`src/rtl/oled_seq.sv`:
```
// rtl/oled_seq.sv - OLED panel power-up/power-down sequencer with SPI command output
// Optional power-down sequence on stop: define OLED_SEQ_PWRDOWN_EN.
`timescale 1ns/1ps

module oled_seq #(
  parameter int          CLK_DIV       = 4,
  parameter int          MS_CYCLES     = 100000,
  parameter int          VBAT_DELAY_MS = 100,
  parameter logic [7:0]  CONTRAST      = 8'h0F
) (
  input  logic clk,
  input  logic rst,
  input  logic start,
  input  logic stop,
  output logic cs,
  output logic sclk,
  output logic sdo,
  output logic dc,
  output logic res,
  output logic vdd,
  output logic vbat,
  output logic busy,
  output logic fin
);

  localparam int CYC_W = (MS_CYCLES > 1) ? $clog2(MS_CYCLES) : 1;
  localparam int DIV_W = $clog2(2 * CLK_DIV) + 1;

  localparam logic [CYC_W-1:0] CYC_LAST = CYC_W'(MS_CYCLES - 1);
  localparam logic [DIV_W-1:0] DIV_LAST = DIV_W'(CLK_DIV - 1);
  localparam logic [DIV_W-1:0] GAP_LAST = DIV_W'(2 * CLK_DIV - 1);
  localparam logic [11:0]      VBAT_MS  = 12'(VBAT_DELAY_MS);

  // Table boundaries where the sequence leaves the byte stream for a rail/delay step
  localparam logic [3:0] STEP_RST  = 4'd0;
  localparam logic [3:0] STEP_VBAT = 4'd4;
  localparam logic [3:0] STEP_LAST = 4'd13;

  typedef enum logic [3:0] {
    IDLE, VDD_ON, RST_LO, RST_HI, CMD, VBAT_ON, DELAY, DONE,
    PD_CMD, PD_VBAT, PD_OFF
  } state_t;

  typedef enum logic [1:0] {SP_START, SP_SHIFT, SP_GAP} spi_t;

  state_t           state;
  state_t           ret_state;
  spi_t             spi_ph;
  logic [3:0]       step;
  logic [7:0]       shreg;
  logic [3:0]       half_cnt;
  logic [DIV_W-1:0] div_cnt;
  logic [11:0]      ms_cnt;
  logic [CYC_W-1:0] cyc_cnt;
  logic [7:0]       cur_byte;

  function automatic logic [7:0] cmd_byte(input logic [3:0] idx);
    case (idx)
      4'd0:    cmd_byte = 8'hAE;
      4'd1:    cmd_byte = 8'h8D;
      4'd2:    cmd_byte = 8'h14;
      4'd3:    cmd_byte = 8'hD9;
      4'd4:    cmd_byte = 8'hF1;
      4'd5:    cmd_byte = 8'h81;
      4'd6:    cmd_byte = CONTRAST;
      4'd7:    cmd_byte = 8'hA0;
      4'd8:    cmd_byte = 8'hC0;
      4'd9:    cmd_byte = 8'hDA;
      4'd10:   cmd_byte = 8'h00;
      4'd11:   cmd_byte = 8'h20;
      4'd12:   cmd_byte = 8'h00;
      4'd13:   cmd_byte = 8'hAF;
      default: cmd_byte = 8'h00;
    endcase
  endfunction

  assign cur_byte = cmd_byte(step);

  // Commands only, never display data
  assign dc = 1'b0;

  // Sequencer FSM, SPI byte engine and ms delay counter, all outputs registered
  always_ff @(posedge clk or posedge rst) begin
    if (rst) begin
      state     <= IDLE;
      ret_state <= IDLE;
      spi_ph    <= SP_START;
      step      <= '0;
      shreg     <= '0;
      half_cnt  <= '0;
      div_cnt   <= '0;
      ms_cnt    <= '0;
      cyc_cnt   <= '0;
      cs        <= 1'b1;
      sclk      <= 1'b1;
      sdo       <= 1'b0;
      res       <= 1'b0;
      vdd       <= 1'b1;
      vbat      <= 1'b1;
      busy      <= 1'b0;
      fin       <= 1'b0;
    end else begin
      case (state)
        IDLE: begin
          if (start) begin
            busy  <= 1'b1;
            state <= VDD_ON;
          end
        end

        VDD_ON: begin
          vdd       <= 1'b0;
          res       <= 1'b1;
          step      <= STEP_RST;
          spi_ph    <= SP_START;
          ms_cnt    <= 12'd1;
          cyc_cnt   <= '0;
          ret_state <= CMD;
          state     <= DELAY;
        end

        RST_LO: begin
          res       <= 1'b0;
          ms_cnt    <= 12'd1;
          cyc_cnt   <= '0;
          ret_state <= RST_HI;
          state     <= DELAY;
        end

        RST_HI: begin
          res       <= 1'b1;
          ms_cnt    <= 12'd1;
          cyc_cnt   <= '0;
          ret_state <= CMD;
          state     <= DELAY;
        end

        VBAT_ON: begin
          vbat      <= 1'b0;
          ms_cnt    <= VBAT_MS;
          cyc_cnt   <= '0;
          ret_state <= CMD;
          state     <= DELAY;
        end

        DELAY: begin
          if (cyc_cnt == CYC_LAST) begin
            cyc_cnt <= '0;
            if (ms_cnt <= 12'd1) state <= ret_state;
            else                 ms_cnt <= ms_cnt - 12'd1;
          end else begin
            cyc_cnt <= cyc_cnt + 1'b1;
          end
        end

        CMD, PD_CMD: begin
          case (spi_ph)
            // cs and sclk fall together; bit 7 is set up a full phase before the first rise
            SP_START: begin
              cs       <= 1'b0;
              sclk     <= 1'b0;
              sdo      <= cur_byte[7];
              shreg    <= {cur_byte[6:0], 1'b0};
              half_cnt <= '0;
              div_cnt  <= '0;
              spi_ph   <= SP_SHIFT;
            end
            SP_SHIFT: begin
              if (div_cnt == DIV_LAST) begin
                div_cnt <= '0;
                if (half_cnt == 4'd15) begin
                  cs     <= 1'b1;
                  spi_ph <= SP_GAP;
                end else begin
                  half_cnt <= half_cnt + 4'd1;
                  sclk     <= ~sclk;
                  // next bit goes out on the falling edge only
                  if (sclk) begin
                    sdo   <= shreg[7];
                    shreg <= {shreg[6:0], 1'b0};
                  end
                end
              end else begin
                div_cnt <= div_cnt + 1'b1;
              end
            end
            SP_GAP: begin
              if (div_cnt == GAP_LAST) begin
                div_cnt <= '0;
                spi_ph  <= SP_START;
                step    <= step + 4'd1;
                if (state == PD_CMD) begin
                  state <= PD_VBAT;
                end else if (step == STEP_RST) begin
                  state <= RST_LO;
                end else if (step == STEP_VBAT) begin
                  state <= VBAT_ON;
                end else if (step == STEP_LAST) begin
                  busy  <= 1'b0;
                  fin   <= 1'b1;
                  state <= DONE;
                end
              end else begin
                div_cnt <= div_cnt + 1'b1;
              end
            end
            default: spi_ph <= SP_START;
          endcase
        end

        DONE: begin
          if (stop) begin
            fin <= 1'b0;
`ifdef OLED_SEQ_PWRDOWN_EN
            busy   <= 1'b1;
            step   <= STEP_RST;
            spi_ph <= SP_START;
            state  <= PD_CMD;
`else
            state  <= IDLE;
`endif
          end
        end

        PD_VBAT: begin
          vbat      <= 1'b1;
          ms_cnt    <= VBAT_MS;
          cyc_cnt   <= '0;
          ret_state <= PD_OFF;
          state     <= DELAY;
        end

        PD_OFF: begin
          vdd   <= 1'b1;
          res   <= 1'b0;
          busy  <= 1'b0;
          state <= IDLE;
        end

        default: state <= IDLE;
      endcase
    end
  end

endmodule

```
`config.mk`:
```
export PLATFORM = sky130hd
export DESIGN_NAME = oled_seq
export DESIGN_NICKNAME = d
export VERILOG_FILES = /design/src/rtl/oled_seq.sv
export SDC_FILE = /design/constraint.sdc
export NUM_CORES = 1
export LEC_CHECK = 0
export CAP_MARGIN = 20
export CELL_PAD_IN_SITES_DETAIL_PLACEMENT = 1
export CELL_PAD_IN_SITES_GLOBAL_PLACEMENT = 1
export CORE_ASPECT_RATIO = 1.1
export CORE_MARGIN = 1
export CORE_UTILIZATION = 38
export CTS_BUF_LIST = sky130_fd_sc_hd__clkbuf_4
export DETAILED_ROUTE_END_ITERATION = 12
export HOLD_SLACK_MARGIN = 0.12
export PLACE_DENSITY = 0.71
export SLEW_MARGIN = 5
export SYNTH_ARGS = -nofsm -noshare
export SYNTH_HDL_FRONTEND = slang
export SYNTH_SLANG_ARGS = --single-unit
```
`constraint.sdc`:
```
create_clock -name clk -period 7.5 [get_ports clk]
set_input_delay 2.25 -clock clk [delete_from_list [all_inputs] [get_ports clk]]
set_output_delay 2.25 -clock clk [all_outputs]
set_load 0.05 [all_outputs]
```
After elaboration in Yosys (flattened, before gate mapping) --
Memory sizes are Yosys's and may differ from the RTL's. Index checks and enable logic that the tools add are counted.
Word-level totals: logic and storage cells 157, memory bits (writable) 0, memories kept 1, flip-flop bits (word level) 67, latch bits 0, ROM bits 128, input bits 4
Memories:
- (name not given) | depth 16, width 8, rd ports 1, clocked after memory_dff 0, wr ports 0, line 58 | case (idx)
Operators by class: order comparisons 1, mux-type cells 64, equality and inequality tests 37, divide/modulo/power cells 0, add/sub/neg operators 5, reductions and logical operators 31, shifts and indexed selects 0, bitwise gates (word level) 1, $mul 0
Operator list (number):
- two-way mux 4 bit | 16
- case mux 12 bit (3 select lines) | 1
- case mux 17 bit (2 select lines) | 1
- inequality test 2 bit (second input constant) | 15
- == test 4 x 3 -> 1 bit (second input constant) | 6
- two-way mux 12 bit | 2
- two-way mux 8 bit | 3
- case mux 4 bit (3 select lines) | 2
- two-way mux 1 bit | 21
- == test 4 bit (second input constant) | 5
- case mux 4 bit (5 select lines) | 1
- adder 17 x 1 -> 17 bit (second input constant) | 1
- == test 17 bit (second input constant) | 1
- two-way mux 17 bit | 1
- case mux 4 bit (2 select lines) | 2
- case mux 8 bit (2 select lines) | 1
- AND reduction 8 bit | 2
- case mux 1 bit (2 select lines) | 7
- nonzero test 2 bit | 7
- adder 4 x 1 -> 4 bit (second input constant) | 3
- == test 4 x 2 -> 1 bit (second input constant) | 3
- less-or-equal comparator 12 x 1 -> 1 bit (second input constant) | 1
- AND reduction 4 bit | 3
- nonzero test 3 bit | 4
- 20 further kinds | 30

Longest topological paths before layout --
Gate-level depths: netlist of run 1.
depth after elaboration 8, gate-level depth with buffers 8, mapped depth without buffers 7

Least setup slack after synthesis of run 1 --
No wires, ideal clock.
path kind input -> register, start input start, end register state[2], library setup time 0.125 ns, arrival 3.361 ns, stages on the path 5, slack 4.014 ns, path through or4_1 a21oi_1 a21oi_4 o311ai_4 mux2_4
Between the ends: longest elaborated chain between the ends 2
RTL lines:
- start, declared | line 13 | input logic start,
- inequality test 2 bit (no line)
- AND reduction 7 bit (no line)
- end signal, assigned | line 149 | if (ms_cnt <= 12'd1) state <= ret_state;
- end, declared | line 46 | state_t state;
No other way between the ends. A chain may end at the register's enable or synchronous reset.

Final worst setup path of run 1 --
start register sclk, end output sclk
RTL lines:
- start, declared | line 16 | output logic sclk,
- start signal, assigned | line 176 | sclk <= ~sclk;
No word-level cell between the ends.

==> run_results.csv, run 1 <==
group,metric,value,unit
cells_and_area,num-fill-cells,1277,
critical_path,path_buf_inv,1,
logic_synthesis,synth_largest_area_cell,"dfrtp_1",
sta,fin_setup_tns,0,ns
power,power_frac_comb,47.0,%
cts,h-tree-depth,3,
floorplan,design.die.area,11200,µm²
critical_path,crit_start,"sclk",
logic_synthesis,synth-main-ff-cell,"dfrtp_1",
cts,cts_buffer_depth,2,
power,swShare,44.3,%
critical_path,worstPathArrival,1.82,ns
logic_synthesis,synth-async-reset-ratio,100,%
logic_synthesis,yosysUniqueCellTypes,66,
critical_path,cpMaxStageDelayCell,"clkdlybuf4s50_1",
sta,worstMarginPinSlew,0.969,ns
cells_and_area,drive_above_1_share,8.78,%
cts,clock-sinks,66,
cells_and_area,area_growth,8.66,%
placed_design,io_buffers,11,
power,powerDensity,319,nW/µm²
routing,first_iter_violations,167,
logic_synthesis,netlist_top_cells_count,"dfrtp_1, o21ai_0, nand2_1",
routing,drc_errors,0,
routing,vias_per_cell,5.68,
logic_synthesis,ys.warnings.count,0,
cts,clock_latency,0.44,ns
global_routing,grt_antenna_before_repair,0,
power,p_leak,0.00187,µW
power,seqPwrFrac,35.5,%
logic_synthesis,synth_area_leaders,"dfrtp_1, o21ai_0, mux2i_1",
sta,rsz0062_at_grt,"no",
critical_path,crit_chain,"clkdlybuf4s50_1",
logic_synthesis,synth.cell_area,4090,µm²
critical_path,worstSetupPathType,"reg2out",
power,ir_drop,0.000157,V
sta,min_period,4.07,ns
floorplan,die_h,111,µm
critical_path,endpoint_kind,"primary output",
sta,fin_worst_skew,0.0157,ns
sta,fin_crit_sh,54.2,%
cells_and_area,fin_cells,610,
sta,slew_headroom,34.5,%
logic_synthesis,seq_area_frac_synth,40.5,%
logic_synthesis,yosys_register_bits,66,
placed_design,post-place-ws,3.52,ns
floorplan,io_pins,13,
cells_and_area,fin_util,42.6,%
logic_synthesis,synth.most_common_cell,"dfrtp_1",
critical_path,start_kind,"flip-flop",
sta,drv_slew,0,
placed_design,gp_congestion,0.758,
floorplan,core_area,10400,µm²
sta,fmax,246,MHz
logic_synthesis,netlist_instances,458,
job,max_cap_viol_count,0,
cts,post_cts_buffers,0,
cts,cts_tree,"done",
hold_path,hold_start,"sdo",
outcome,status,"finished, final reports clean",
routing,first_pass_iters,4,
cts,cts-root-buf,"clkbuf_4",
critical_path,cp.required,5.25,ns
sta,finalWorstSetupSlack,3.43,ns
cts,hold_buffers,0,
power,p_sw,628,µW
floorplan,die_x,101,µm
cts,numCtsBuffers,9,
sta,timing_hold_violations_final,0,
placed_design,place_hpwl,6.97,mm
routing,vias,3466,
global_routing,grt_pass1_wl,17.5,mm
global_routing,grt_pass1_vias,3615,
logic_synthesis,synth_edf_count,0,
logic_synthesis,synth_nets,476,
routing,drt-total-wl,10.1,mm
cts,ctsResizeCount,0,
sta,setup_viol,0,
logic_synthesis,yosys.area.top_type_share,37.9,%
hold_path,hp-class,"reg2reg",
cts,clk_transition_reported_paths,0.11,ns
cells_and_area,antennaDiodeCount,0,
routing,ant_nets,0,
critical_path,max_stage_delay,0.81,ns
floorplan,num_rows,39,
power,pwr-share-clk,17.4,%
floorplan,start_util,39.2,%
global_routing,grt_max_degree,67,
routing,wl_per_cell,16.6,µm
critical_path,r2r_start,"state[1]",
critical_path,cp_top_family,"buffers and inverters",
power,internal_power,789,µW
logic_synthesis,avgSynthCellArea,8.93,µm²
global_routing,grtUsageTotal,19.8,%
cells_and_area,fin_nets,480,
global_routing,grt_overflow_total,0,
placed_design,place_inst,594,
critical_path,cp_max_fo,5,
## cell usage in the layout, fill, tap and decap left out, types with 8 or more instances in the layout
cell	instances
a21oi_1	27
a22o_1	8
clkbuf_4	12
clkdlybuf4s50_1	11
dfrtp_1	62
ha_1	14
inv_1	18
mux2i_1	18
nand2_1	42
nand3_1	16
nor2_1	38
nor3_1	10
o21ai_0	56
## logic make-up after synthesis
group                      after synthesis  synth area share (%)
AOI/OAI and AO/OA                      137                  21.8
xor gates and xnor gates                10                  2.14
adders and majority gates               14                  4.28
buffers and inverters                   42                  4.25
DFF                                     66                  40.5
muxes                                   22                  5.87
other                                    1                0.0917
and+or+nand+nor                        166                  21.0
## final timing paths
| kind | to | slack, ns | depth (start not counted) |
|---|---|---|---|
| hold / removal | sdo | 0.49 | 2 |
| max in group asynchronous | spi_ph[0] | 4.53 | 3 |
| setup / recovery | sclk | 3.43 | 1 |
| setup reg to reg | cyc_cnt[16] | 4.50 | 5 |
| hold reg to reg | sdo | 0.49 | 2 |
| min in group asynchronous | ms_cnt[9] | 2.39 | 3 |
## area by class of cell
class / count / area (µm²) / area share (%)
Timing Repair Buffer: 15 / 140 / 3.15
Inverter: 20 / 75.1 / 1.69
Clock buffer: 12 / 90.1 / 2.03
Tap cell: 143 / 179 / 4.03
Sequential cell: 66 / 1660 / 37.3
Clock inverter: 4 / 43.8 / 0.985
Multi-Input combinational cell: 350 / 2260 / 50.8
## state kept, by name (all words and copies together), names as in the netlist
register and cells:
state 4, step 4, spi_ph 2, ms_cnt 12, sdo 1, half_cnt 4
shreg 7, cyc_cnt 17, ret_state 4, div_cnt 4, vdd 1, vbat 1
cs 1, sclk 1, fin 1, res 1, busy 1
## power by group through the flow
| stage | Clock [µW] | Combinational (µW) | Sequential (µW) |
|---|---|---|---|
| global route | 265 | 745 | 516 |
| detailed placement | 0 | 667 | 510 |
| floorplan | 0 | 479 | 525 |
| finish | 247 | 666 | 503 |
| global placement | 0 | 649 | 504 |
| CTS | 255 | 672 | 503 |
## layer usage
metal	wire, µm	track usage [%]	vias to the layer above	part of all wire (%)
li1	-	-	1678	-
met1	4830	25.8	1748	48
met2	4960	32.4	28	49
met3	134	2.59	12	1.3
met4	191	9.57	0	1.9
met5	0	0	-	0
## metrics by stage
stage | area (µm²) | hold slack, ns | power [µW]
detailed placement | 4310 | 0.470 | 1180
floorplan | 4090 | 0.436 | 1000
CTS | 4440 | 0.488 | 1430
global route | 4440 | 0.509 | 1530
global placement | 4310 | 0.453 | 1150
finish | 4440 | 0.486 | 1420
Note: power is estimated with default switching activity, not from simulation.
==> inputs of run 2 (changes only) <==
- clock period: 7.5 -> 4.2 ns (I/O delays scaled with it)
==> run 2 against run 1 <==
Clock skew is 0.0073 ns lower. Final cell count up 0.49%. Register-to-register slack got worse by 3.0 ns. Routed wire length increased by 2.2%. First-iteration DRC count grew 34%. Design area about the same. Clock-buffer cell count unchanged. Hold slack about the same. Non-clock buffer count up 3. Via count increased by 0.95%. Die area did not move. Global-route usage is 0.58 points higher.
==> run_results.csv, run 2 (synthesis gave the netlist of run 1 again) <==
group,metric,value,unit
cts,ctsResizeCount,0,
global_routing,grt_antenna_before_repair,0,
cts,cts_tree,"done",
cells_and_area,final_cell_mix,"dfrtp_1, o21ai_0, nand2_1",
cts,clock_latency,0.41,ns
global_routing,grt_pass1_wl,18.2,mm
routing,vias_per_cell,5.71,
global_routing,grt_max_degree,40,
critical_path,max_stage_delay,0.81,ns
critical_path,endpoint_kind,"primary output",
power,p_leak,0.00187,µW
cells_and_area,largest_reg_flops,17,
power,powerDensity,559,nW/µm²
floorplan,core_area,10400,µm²
sta,rsz0062_at_grt,"no",
cells_and_area,top_register,"cyc_cnt",
sta,fin_worst_skew,0.00839,ns
cts,h-tree-depth,3,
floorplan,die_h,111,µm
global_routing,grt_pass1_vias,3693,
cts,cts-root-buf,"clkbuf_4",
sta,fmax,326,MHz
hold_path,hp-class,"reg2reg",
routing,wl_per_cell,16.9,µm
cts,clock-sinks,66,
placed_design,gp_congestion,0.769,
critical_path,cp.required,2.94,ns
critical_path,worstSetupPathType,"reg2out",
sta,slew_headroom,33.1,%
cts,clk_transition_reported_paths,0.11,ns
sta,timing_hold_violations_final,0,
cells_and_area,final_common_cell,"dfrtp_1",
floorplan,io_pins,13,
sta,timing.hold.ws,0.486,ns
critical_path,path_buf_inv,1,
routing,ant_nets,0,
floorplan,die_x,101,µm
cells_and_area,num-fill-cells,1262,
critical_path,cpMaxStageDelayCell,"clkdlybuf4s50_1",
routing,drc_errors,0,
power,ir_drop,0.000319,V
floorplan,start_util,39.2,%
critical_path,cp_top_family,"buffers and inverters",
cells_and_area,area_growth,8.60,%
cts,hold_buffers,0,
cells_and_area,top_regs,"cyc_cnt x17, ms_cnt x12, shreg x7",
outcome,status,"finished, final reports clean",
cts,numCtsBuffers,9,
global_routing,grt_overflow_total,0,
routing,first_pass_iters,4,
sta,worstMarginPinSlew,0.990,ns
cells_and_area,seq_area,1660,µm²
routing,first_iter_violations,223,
routing,drt-total-wl,10.3,mm
job,max_cap_viol_count,0,
floorplan,num_rows,39,
critical_path,cp_max_fo,5,
sta,drv_slew,0,
sta,setup_viol,0,
sta,min_period,3.06,ns
critical_path,crit_chain,"clkdlybuf4s50_1",
cells_and_area,multi_input_area,2260,µm²
cells_and_area,antennaDiodeCount,0,
critical_path,worstPathArrival,1.80,ns
placed_design,io_buffers,11,
floorplan,design.die.area,11200,µm²
cells_and_area,drive_above_1_share,9.36,%
cts,cts_buffer_depth,2,
sta,fin_setup_tns,0,ns
cells_and_area,fin_nets,483,
global_routing,grtUsageTotal,20.4,%
sta,fin_crit_sh,73.0,%
cts,post_cts_buffers,0,
placed_design,place_hpwl,7.31,mm
critical_path,start_kind,"flip-flop",
routing,vias,3499,
==> run 2: cell types whose count changed in the layout (fill, tap and decap cells not counted), sizes merged <==
| cell | previous run | this run |
|---|---|---|
| buf | 4 | 7 |
| bufinv | 1 | 0 |
| clkinv | 4 | 5 |
==> run 2: cell type report <==
cell class                 instances  share of cell area [%]
clock buffer                      12                    2.03
clock inverter                     4                   0.423
inverter                          20                    1.69
multi-input combinational        350                    50.9
sequential                        66                    37.3
tap                              143                    4.03
timing repair buffer              18                    3.66
==> run 2: per-stage QoR <==
step                power [µW]  util (%)  setup slack, ns  area (µm²)  cells
global route              2680      42.5             1.08        4440    613
global placement          2070      41.5             1.21        4330    597
detailed placement        2120      41.5             1.22        4330    597
floorplan                 1790         -             1.29        4090    458
CTS                       2510      42.5             1.10        4440    613
finish                    2480      42.5             1.14        4440    613
==> run 2: power breakdown <==
part	switching [µW]	internal, µW	leakage (µW)	total, µW
clock network	236	137	0.0000685	374
registers	155	764	0.000866	920
logic	734	453	0.000940	1190
==> run 2: path summary, 6_finish.rpt <==
path,start,end,slack (ns),cells past startpoint
worst max-delay path,sclk,sclk,1.14,1
worst min-delay path,ms_cnt[9],ms_cnt[9],0.49,1
worst max register to register,state[1],cyc_cnt[16],1.51,6
worst min register to register,ms_cnt[9],ms_cnt[9],0.49,1
max in group asynchronous,rst,sclk,2.09,3
min in group asynchronous,rst,ms_cnt[7],1.31,2
==> run 2: per-layer routing <==
metal | track usage [%] | wire length (µm) | vias to the layer above
li1 | - | - | 1689
met1 | 26.5 | 4910 | 1786
met2 | 34.6 | 5160 | 19
met3 | 3.22 | 167 | 5
met4 | 6.09 | 89 | 0
met5 | 0 | 0 | -
==> inputs of run 3 (changes only) <==
- PLACE_DENSITY: 0.71 -> 0.73
- clock period: 4.2 -> 2.6 ns (I/O delays scaled with it)
==> run 3 against run 2 <==
Power is 64% higher. Sequential cell count stayed put. Clock-buffer cell count is 2 lower. Critical path depth stayed put. Die area stayed put. Combinational power is 71% higher. First-iteration DRC count is 25% lower. Global-route usage is 0.15 points higher. Routed wire length is 0.57% lower. Non-clock buffer count is 18 higher. Clock power is 52% higher. Highest routed layer unchanged.
==> run_results.csv, run 3 (synthesis gave the netlist of run 1 again) <==
group,metric,value,unit
global_routing,grt_pass1_wl,18.3,mm
critical_path,start_kind,"flip-flop",
cts,cts-root-buf,"clkbuf_4",
cells_and_area,drive_above_1_share,12.7,%
critical_path,cpMaxStageDelayCell,"clkdlybuf4s50_1",
cts,h-tree-depth,3,
critical_path,path_buf_inv,1,
hold_path,hp-class,"reg2reg",
placed_design,gp_congestion,0.780,
cts,hold_buffers,0,
cells_and_area,largest_reg_flops,17,
floorplan,design.die.area,11200,µm²
cells_and_area,final_cell_mix,"dfrtp_1, o21ai_0, nand2_1",
routing,first_iter_violations,168,
floorplan,start_util,39.2,%
critical_path,endpoint_kind,"primary output",
power,seqPwrFrac,35.9,%
sta,setup_viol,0,
global_routing,grt_max_degree,67,
cells_and_area,fin_util,44.0,%
cts,clock-sinks,66,
floorplan,die_h,111,µm
cells_and_area,area_growth,12.3,%
sta,min_period,2.54,ns
placed_design,io_buffers,11,
global_routing,grt_pass1_vias,3731,
critical_path,cp.required,1.82,ns
critical_path,max_stage_delay,0.80,ns
sta,fin_crit_sh,97.6,%
cts,clk_transition_reported_paths,0.11,ns
cells_and_area,fin_nets,501,
critical_path,cp_max_fo,3,
global_routing,grt_antenna_before_repair,1,
sta,timing_hold_violations_final,0,
routing,ant_nets,0,
sta,drv_slew,0,
cells_and_area,fin_area,4590,µm²
sta,finalWorstSetupSlack,0.0637,ns
routing,first_pass_iters,4,
cts,cts_tree,"done",
power,p_sw,1820,µW
outcome,status,"finished, final reports clean",
sta,worstMarginPinSlew,0.622,ns
critical_path,crit_chain,"clkdlybuf4s50_1",
cells_and_area,top_regs,"cyc_cnt x17, ms_cnt x12, shreg x7",
floorplan,io_pins,13,
power,p_leak,0.00201,µW
placed_design,place_hpwl,7.31,mm
routing,vias,3547,
cells_and_area,seq_area,1660,µm²
power,ir_drop,0.000544,V
routing,vias_per_cell,5.62,
critical_path,cp_top_family,"buffers and inverters",
sta,rsz0062_at_grt,"no",
global_routing,grtUsageTotal,20.6,%
global_routing,grt_overflow_total,0,
hold_path,hold_depth,1,
critical_path,worstPathArrival,1.76,ns
cells_and_area,num-fill-cells,1291,
sta,fmax,394,MHz
power,pwr-share-clk,14.0,%
critical_path,rrSetupSlack,0.20,ns
sta,slew_headroom,58.5,%
job,max_cap_viol_count,0,
cells_and_area,final_common_cell,"dfrtp_1",
placed_design,dpl_cell_area,4480,µm²
cts,cts_buffer_depth,2,
floorplan,die_x,101,µm
cts,clock_latency,0.41,ns
floorplan,num_rows,39,
power,swShare,44.8,%
floorplan,core_area,10400,µm²
power,power_frac_comb,50.1,%
cts,ctsResizeCount,0,
critical_path,worstSetupPathType,"reg2out",
routing,drc_errors,0,
power,powerDensity,884,nW/µm²
routing,drt-total-wl,10.3,mm
power,internal_power,2240,µW
placed_design,post-place-ws,0.0315,ns
routing,wl_per_cell,16.3,µm
sta,fin_worst_skew,0.0112,ns
sta,fin_setup_tns,0,ns
cts,post_cts_buffers,0,
cells_and_area,multi_input_area,2270,µm²
cells_and_area,top_register,"cyc_cnt",
critical_path,r2r_cells,5,
critical_path,cp.depth,1,
cts,numCtsBuffers,9,
-- run 3: changes by cell type in the layout (fill, tap and decap cells not counted), sizes merged --
cell	previous run	this run
clkinv	5	6
clkdlybuf4s50	11	8
diode	0	1
dlymetal6s2s	0	3
clkbuf	12	10
buf	7	25
-- run 3: final timing paths --
path | from | end
max | cs | cs
min | ms_cnt[9] | ms_cnt[9]
max reg2reg | cyc_cnt[8] | state[2]
min reg2reg | ms_cnt[9] | ms_cnt[9]
max in group asynchronous | rst | sclk
min in group asynchronous | rst | ms_cnt[6]
-- run 3: area by class of cell --
type,count,area share (%)
multi-input combinational,350,49.3
sequential,66,36.1
timing repair buffer,36,6.92
tap,143,3.89
clock buffer,10,1.63
inverter,20,1.63
clock inverter,5,0.490
antenna,1,0.0545
-- run 3: power by group through the flow --
stage | Combinational, µW | Clock [µW] | Sequential [µW]
5_1_grt | 2260 | 632 | 1500
4_1_cts | 2050 | 590 | 1460
2_1_floorplan | 1380 | 0 | 1510
6_report | 2040 | 567 | 1460
3_5_place_dp | 2040 | 0 | 1480
3_3_place_gp | 1980 | 0 | 1460
-- run 3: through the flow --
| stage | hold slack [ns] | power, µW | std cells |
|---|---|---|---|
| after global routing | 0.511 | 4390 | 631 |
| after global placement | 0.460 | 3440 | 615 |
| after floorplan | 0.436 | 2900 | 458 |
| after detailed placement | 0.467 | 3520 | 615 |
| after CTS | 0.483 | 4100 | 630 |
| final | 0.485 | 4060 | 631 |
-- run 3: layer usage --
metal / up-vias / GRT usage [%] / share of wire (%) / wire (µm)
li1: 1722 / - / - / -
met1: 1788 / 27.0 / 47 / 4840
met2: 28 / 34.2 / 50 / 5120
met3: 9 / 3.72 / 1.8 / 180
met4: 0 / 6.28 / 1.4 / 140
met5: - / 0 / 0 / 0
